**config.mk**
```make
export PLATFORM = sky130hd
export DESIGN_NAME = cnn_grid_result_streamer
export DESIGN_NICKNAME = d
export VERILOG_FILES = /design/src/rtl/cnn_pkg.sv /design/src/rtl/cnn_snapshot_bank.sv /design/src/rtl/cnn_grid_result_streamer.sv
export SDC_FILE = /design/constraint.sdc
export NUM_CORES = 1
export LEC_CHECK = 0
export BUFFER_PORTS_ARGS = -buffer_cell sky130_fd_sc_hd__buf_4
export CORE_ASPECT_RATIO = 1.1
export CORE_MARGIN = 5
export CORE_UTILIZATION = 41
export DETAILED_ROUTE_END_ITERATION = 10
export GPL_TIMING_DRIVEN = 0
export HOLD_SLACK_MARGIN = 0.05
export MAX_ROUTING_LAYER = met4
export PLACE_DENSITY = 0.58
export SYNTH_ARGS = -nofsm -noshare
export SYNTH_HDL_FRONTEND = slang
export SYNTH_SLANG_ARGS = --single-unit
```
**constraint.sdc**
```tcl
create_clock -name clk -period 8.49 [get_ports clk]
set_input_delay 2.547 -clock clk [delete_from_list [all_inputs] [get_ports clk]]
set_output_delay 2.547 -clock clk [all_outputs]
set_load 0.05 [all_outputs]
```
**src/rtl/cnn_pkg.sv**
```systemverilog
// Shared constants and FSM state type for the CNN grid output streamer.
package cnn_pkg;
  localparam int unsigned WIDTH   = 9;
  localparam int unsigned GRID    = 4;
  localparam int unsigned N_CELLS = 16;
  localparam int unsigned IDX_W   = 4;

  typedef enum logic [0:0] {ST_IDLE, ST_STREAM} state_e;
endpackage

```
**src/rtl/cnn_snapshot_bank.sv**
```systemverilog
// Snapshot register file with indexed read, plus a history bank for frame-to-frame compare.
module cnn_snapshot_bank #(
  parameter int unsigned WIDTH   = 9,
  parameter int unsigned N_CELLS = 16
) (
  input  logic                       clk,
  input  logic                       rst,
  input  logic                       load,
  input  logic                       commit,
  input  logic [N_CELLS*WIDTH-1:0]   din,
  input  logic [3:0]                 rd_idx,
  output logic [WIDTH-1:0]           rd_data,
  output logic                       match
);
  logic [WIDTH-1:0] snap_q [N_CELLS];
  logic [WIDTH-1:0] hist_q [N_CELLS];

  always_ff @(posedge clk) begin
    if (rst) begin
      for (int i = 0; i < int'(N_CELLS); i++) begin
        snap_q[i] <= '0;
        hist_q[i] <= '0;
      end
    end else begin
      for (int i = 0; i < int'(N_CELLS); i++) begin
        if (load)   snap_q[i] <= din[i*WIDTH +: WIDTH];
        if (commit) hist_q[i] <= snap_q[i];
      end
    end
  end

  assign rd_data = snap_q[rd_idx];

  // Compares the live input against history so the result is ready at the capture edge.
  always_comb begin
    match = 1'b1;
    for (int i = 0; i < int'(N_CELLS); i++) begin
      if (din[i*WIDTH +: WIDTH] != hist_q[i]) match = 1'b0;
    end
  end
endmodule

```
**src/rtl/cnn_grid_result_streamer.sv**
```systemverilog
// Snapshots the parallel grid outputs on capture and streams them row-major with valid/ready framing.
module cnn_grid_result_streamer #(
  parameter int unsigned WIDTH     = 9,
  parameter int unsigned GRID      = 4,
  parameter int unsigned CNT_WIDTH = 8
) (
  input  logic                        clk,
  input  logic                        rst,
  input  logic [GRID*GRID*WIDTH-1:0]  y_flat,
  input  logic                        capture,
  output logic                        cap_ready,
  output logic [WIDTH-1:0]            px_data,
  output logic [3:0]                  px_idx,
  output logic                        px_valid,
  input  logic                        px_ready,
  output logic                        px_sof,
  output logic                        px_eof,
  output logic                        frame_stable,
  output logic [CNT_WIDTH-1:0]        frame_count,
  output logic                        overrun
);
  import cnn_pkg::*;

  localparam logic [3:0] LastIdx = 4'(GRID * GRID - 1);

  state_e state_q;
  logic   have_prev_q;
  logic   load;
  logic   commit;
  logic   match;

  assign cap_ready = (state_q == ST_IDLE);
  assign load      = capture & cap_ready;
  assign commit    = (state_q == ST_STREAM) & px_ready & (px_idx == LastIdx);

  cnn_snapshot_bank #(
    .WIDTH   (WIDTH),
    .N_CELLS (GRID * GRID)
  ) u_bank (
    .clk     (clk),
    .rst     (rst),
    .load    (load),
    .commit  (commit),
    .din     (y_flat),
    .rd_idx  (px_idx),
    .rd_data (px_data),
    .match   (match)
  );

  always_ff @(posedge clk) begin
    if (rst) begin
      state_q      <= ST_IDLE;
      px_valid     <= 1'b0;
      px_idx       <= '0;
      px_sof       <= 1'b0;
      px_eof       <= 1'b0;
      frame_stable <= 1'b0;
      frame_count  <= '0;
      overrun      <= 1'b0;
      have_prev_q  <= 1'b0;
    end else begin
      unique case (state_q)
        ST_IDLE: begin
          if (capture) begin
            state_q      <= ST_STREAM;
            px_valid     <= 1'b1;
            px_idx       <= '0;
            px_sof       <= 1'b1;
            px_eof       <= 1'b0;
            frame_stable <= have_prev_q & match;
          end
        end
        ST_STREAM: begin
          // Capture is never accepted while streaming, including the EOF cycle.
          if (capture) overrun <= 1'b1;
          if (px_ready) begin
            px_sof <= 1'b0;
            if (px_idx == LastIdx) begin
              state_q     <= ST_IDLE;
              px_valid    <= 1'b0;
              px_idx      <= '0;
              px_eof      <= 1'b0;
              frame_count <= frame_count + CNT_WIDTH'(1);
              have_prev_q <= 1'b1;
            end else begin
              px_idx <= px_idx + 4'd1;
              px_eof <= (px_idx == LastIdx - 4'd1);
            end
          end
        end
        default: state_q <= ST_IDLE;
      endcase
    end
  end
endmodule

```
==> results.json <==
{
  "yosysUniqueCellTypes": 46,
  "gp_congestion": 0.9760,
  "synth_top_family_by_area": "simple AND/OR/NAND/NOR gates",
  "grt_max_degree": 59,
  "synth_enable_flop_cells": 288,
  "clk_latency_ns": 0.52,
  "yosys.area_share.xor_xnor": 0.04895,
  "drt-pass1-iter-count": 5,
  "antenna_left": 0,
  "finalMaxSlewViolations": 0,
  "hold_buffers": 0,
  "placed_cell_area_mm2": 0.01629,
  "synth_compound_area_frac": 0.03959,
  "required_ns": 5.94,
  "cap_violations": 0,
  "grt_pass1_vias": 9627,
  "synth_warnings": 0,
  "portBuffers": 174,
  "rsz0062_at_grt": "no",
  "num_antenna_cells": 0,
  "mostFrequentLayoutCell": "edfxtp_1",
  "sw_frac_of_total": 0.2424,
  "synth_flop_cell": "edfxtp_1",
  "critPathBufInv": 3,
  "num_io_pins": 175,
  "path_cells": "clkbuf_1 > buf_2 > mux4_2 > mux4_2 > buf_4",
  "status": "finished, final reports clean",
  "power_w": 0.003749,
  "cts_resized": 0,
  "combPwrFrac": 0.105,
  "numCtsBuffers": 35,
  "critical_path_class": "reg2out",
  "avgRoutedWirePerCell_um": 29.14,
  "finalWirelength_um": 49950,
  "end_kind": "output port",
  "hold_path_depth": 2,
  "syn_avg_cell_area_um2": 13.82,
  "setup_violations": 0,
  "critPathTopFamily": "buffers and inverters",
  "antenna_found_initial": 1,
  "nFillCells": 3006,
  "relSlewSlack": 0.1733,
  "p_switching_w": 0.0009086,
  "die_y_um": 206.0,
  "tritoncts": "yes",
  "final.period_utilization": 0.7167,
  "critPathSlowestCell": "clkbuf_1",
  "worst_slew_pin_slew_ns": 1.236,
  "cpMostUsedCell": "mux4_2",
  "arrival_ns": 3.54,
  "drc_errors": 0,
  "max_stage_delay_ns": 0.77,
  "core_mm2": 0.03438,
  "rr_worst_depth": 8,
  "fmax_ghz": 0.1643,
  "worstSetupStartpointType": "flop",
  "sequentialPowerShare": 0.487,
  "hold_ws_ns": 0.4579,
  "clk_pin_slew_ns": 0.06,
  "min_period_ns": 6.085,
  "yosys.area_share.simple": 0.1683,
  "yosys-mux-area-fraction": 0.07150,
  "netlist_area_mm2": 0.01431,
  "vdd.ir_drop.worst_mv": 0.1028,
  "grt_util_all_layers": 0.2610,
  "area.growth.synth_to_final_pct": 21.75,
  "cp.depth": 5,
  "postSynthCellCount": 1036,
  "intPower_w": 0.002841,
  "cellPowerDensity_mw_per_mm2": 215.1,
  "grt_pass1_wl_um": 69570,
  "htreeDepth": 2,
  "stdcell_area_mm2": 0.01743,
  "synthAdderAreaFrac": 0.002622,
  "rows": 71,
  "gr-total-overflow": 0,
  "hpwl_um": 37650,
  "layout_common_cells": "edfxtp_1, buf_4, and2_1, nor2b_1, inv_1",
  "leakage_nw": 6.634,
  "fin_nets": 1402,
  "path_max_fanout": 10,
  "cts_setup_buffers": 0,
  "root_buffer": "clkbuf_16",
  "ys_seq_area_frac": 0.6363,
  "num_vias": 9651,
  "skew_ns": 0.01521,
  "drive_gt1_frac": 0.2257,
  "start_util": 0.4164,
  "die_w_um": 188.2,
  "syn_nets": 1187,
  "vias_per_cell": 5.631,
  "ys_seq_elements": 311,
  "hp-class": "reg2reg",
  "finalHoldViolCount": 0,
  "die-area_mm2": 0.03876,
  "final_util": 0.5070,
  "clkPwrFrac": 0.408,
  "cts_sinks": 311,
  "clockBufferDepth": 3,
  "detail_route.iter0.violations": 1092,
  "async_flop_share": 0
}
==> worst paths after layout <==
check | from | end | slack, ns
setup / recovery | flop | px_data[8] | 2.40
hold / removal | px_sof$_SDFFE_PP0P_ | px_sof$_SDFFE_PP0P_ | 0.46
setup reg to reg | px_idx[1]$_SDFFE_PP0P_ | u_bank.hist_q[1][6]$_SDFFCE_PN0P_ | 5.44
hold reg to reg | px_sof$_SDFFE_PP0P_ | px_sof$_SDFFE_PP0P_ | 0.46
==> layer usage <==
metal / wire length [um] / GRT usage / vias up / share of wire
met3: 3915 / 0.04071 / 85 / 0.078
met5: 0 / - / - / 0
li1: - / - / 4189 / -
met1: 20620 / 0.3502 / 4885 / 0.41
met2: 23230 / 0.4048 / 492 / 0.47
met4: 2180 / 0.1017 / 0 / 0.044
==> state kept, by name, indices dropped and copies added, names as in the netlist, named ones only <==
signal / count
px_sof: 1
frame_stable: 1
px_eof: 1
state_q: 1
have_prev_q: 1
px_idx: 4
px_valid: 1
overrun: 1
u_bank.hist_q: 144
u_bank.snap_q: 144
frame_count: 8
==> per-stage QoR <==
stage / instances / worst slack, ns / TNS [ns]
2_1_floorplan: 1036 / 1.359 / 0
3_3_place_gp: 1648 / -1.196 / -275.67
3_5_place_dp: 1652 / 2.856 / 0
4_1_cts: 1714 / 2.311 / 0
5_1_grt: 1714 / 2.231 / 0
6_report: 1714 / 2.405 / 0
==> Yosys cell counts (2+ instances only) <==
cell,count,area (um2)
buf_1,3,11.26
xnor2_1,39,341.6
xor2_1,41,359.1
inv_1,68,255.2
ha_1,3,37.54
and2_1,154,963.4
o2bb2ai_1,6,52.55
a22oi_1,3,22.52
nand3_1,4,20.02
dfxtp_1,23,460.4
mux4_2,45,1013
edfxtp_1,288,8648
clkbuf_1,41,153.9
a22o_1,6,52.55
inv_2,2,7.510
and4_1,2,17.52
nand4_1,19,118.9
o2111ai_1,3,26.28
a2111o_1,4,45.04
o22ai_1,27,168.9
nand2_1,4,15.01
nor2b_1,121,757.0
buf_6,2,22.52
nor4_1,17,106.4
nor2_1,31,116.4
a211oi_1,2,15.01
a2111oi_0,9,78.83
a221oi_1,3,26.28
a31oi_1,2,12.51
buf_2,3,15.01
nor3_1,27,135.1
or4_1,2,15.01
nand2b_1,12,75.07
and3_1,3,18.77
a21oi_1,6,30.03
==> worst min-delay path, cell delays in order (launching register included) <==
cell and delay (ns):
dfxtp_1 0.31, nand2_1 0.05, a21oi_1 0.05
==> area by class of cell <==
type / instances / area [um2] / area share
buffer: 49 / 202.7 / 0.01163
clock buffer: 46 / 989.7 / 0.05678
clock inverter: 16 / 150.1 / 0.008615
inverter: 71 / 266.5 / 0.01529
multi-input combinational: 605 / 4747 / 0.2724
sequential: 311 / 9109 / 0.5226
tap: 438 / 548.0 / 0.03144
timing repair buffer: 178 / 1416 / 0.08126
==> power groups by stage <==
stage          Clock (W)  Sequential (W)  Combinational, W
2_1_floorplan          0         0.00184          0.000188
3_3_place_gp           0         0.00187          0.000383
3_5_place_dp           0         0.00185          0.000393
4_1_cts          0.00154         0.00182          0.000395
5_1_grt          0.00161         0.00183          0.000414
6_report         0.00153         0.00182          0.000395
==> cells by family after synthesis <==
logic type | Yosys count
buffers and inverters | 120
AOI/OAI and AO/OA | 75
and+or+nand+nor | 401
DFF | 311
muxes | 46
xor gates and xnor gates | 80
adders and majority gates | 3
No activity file was read; power rests on OpenSTA's default activity.
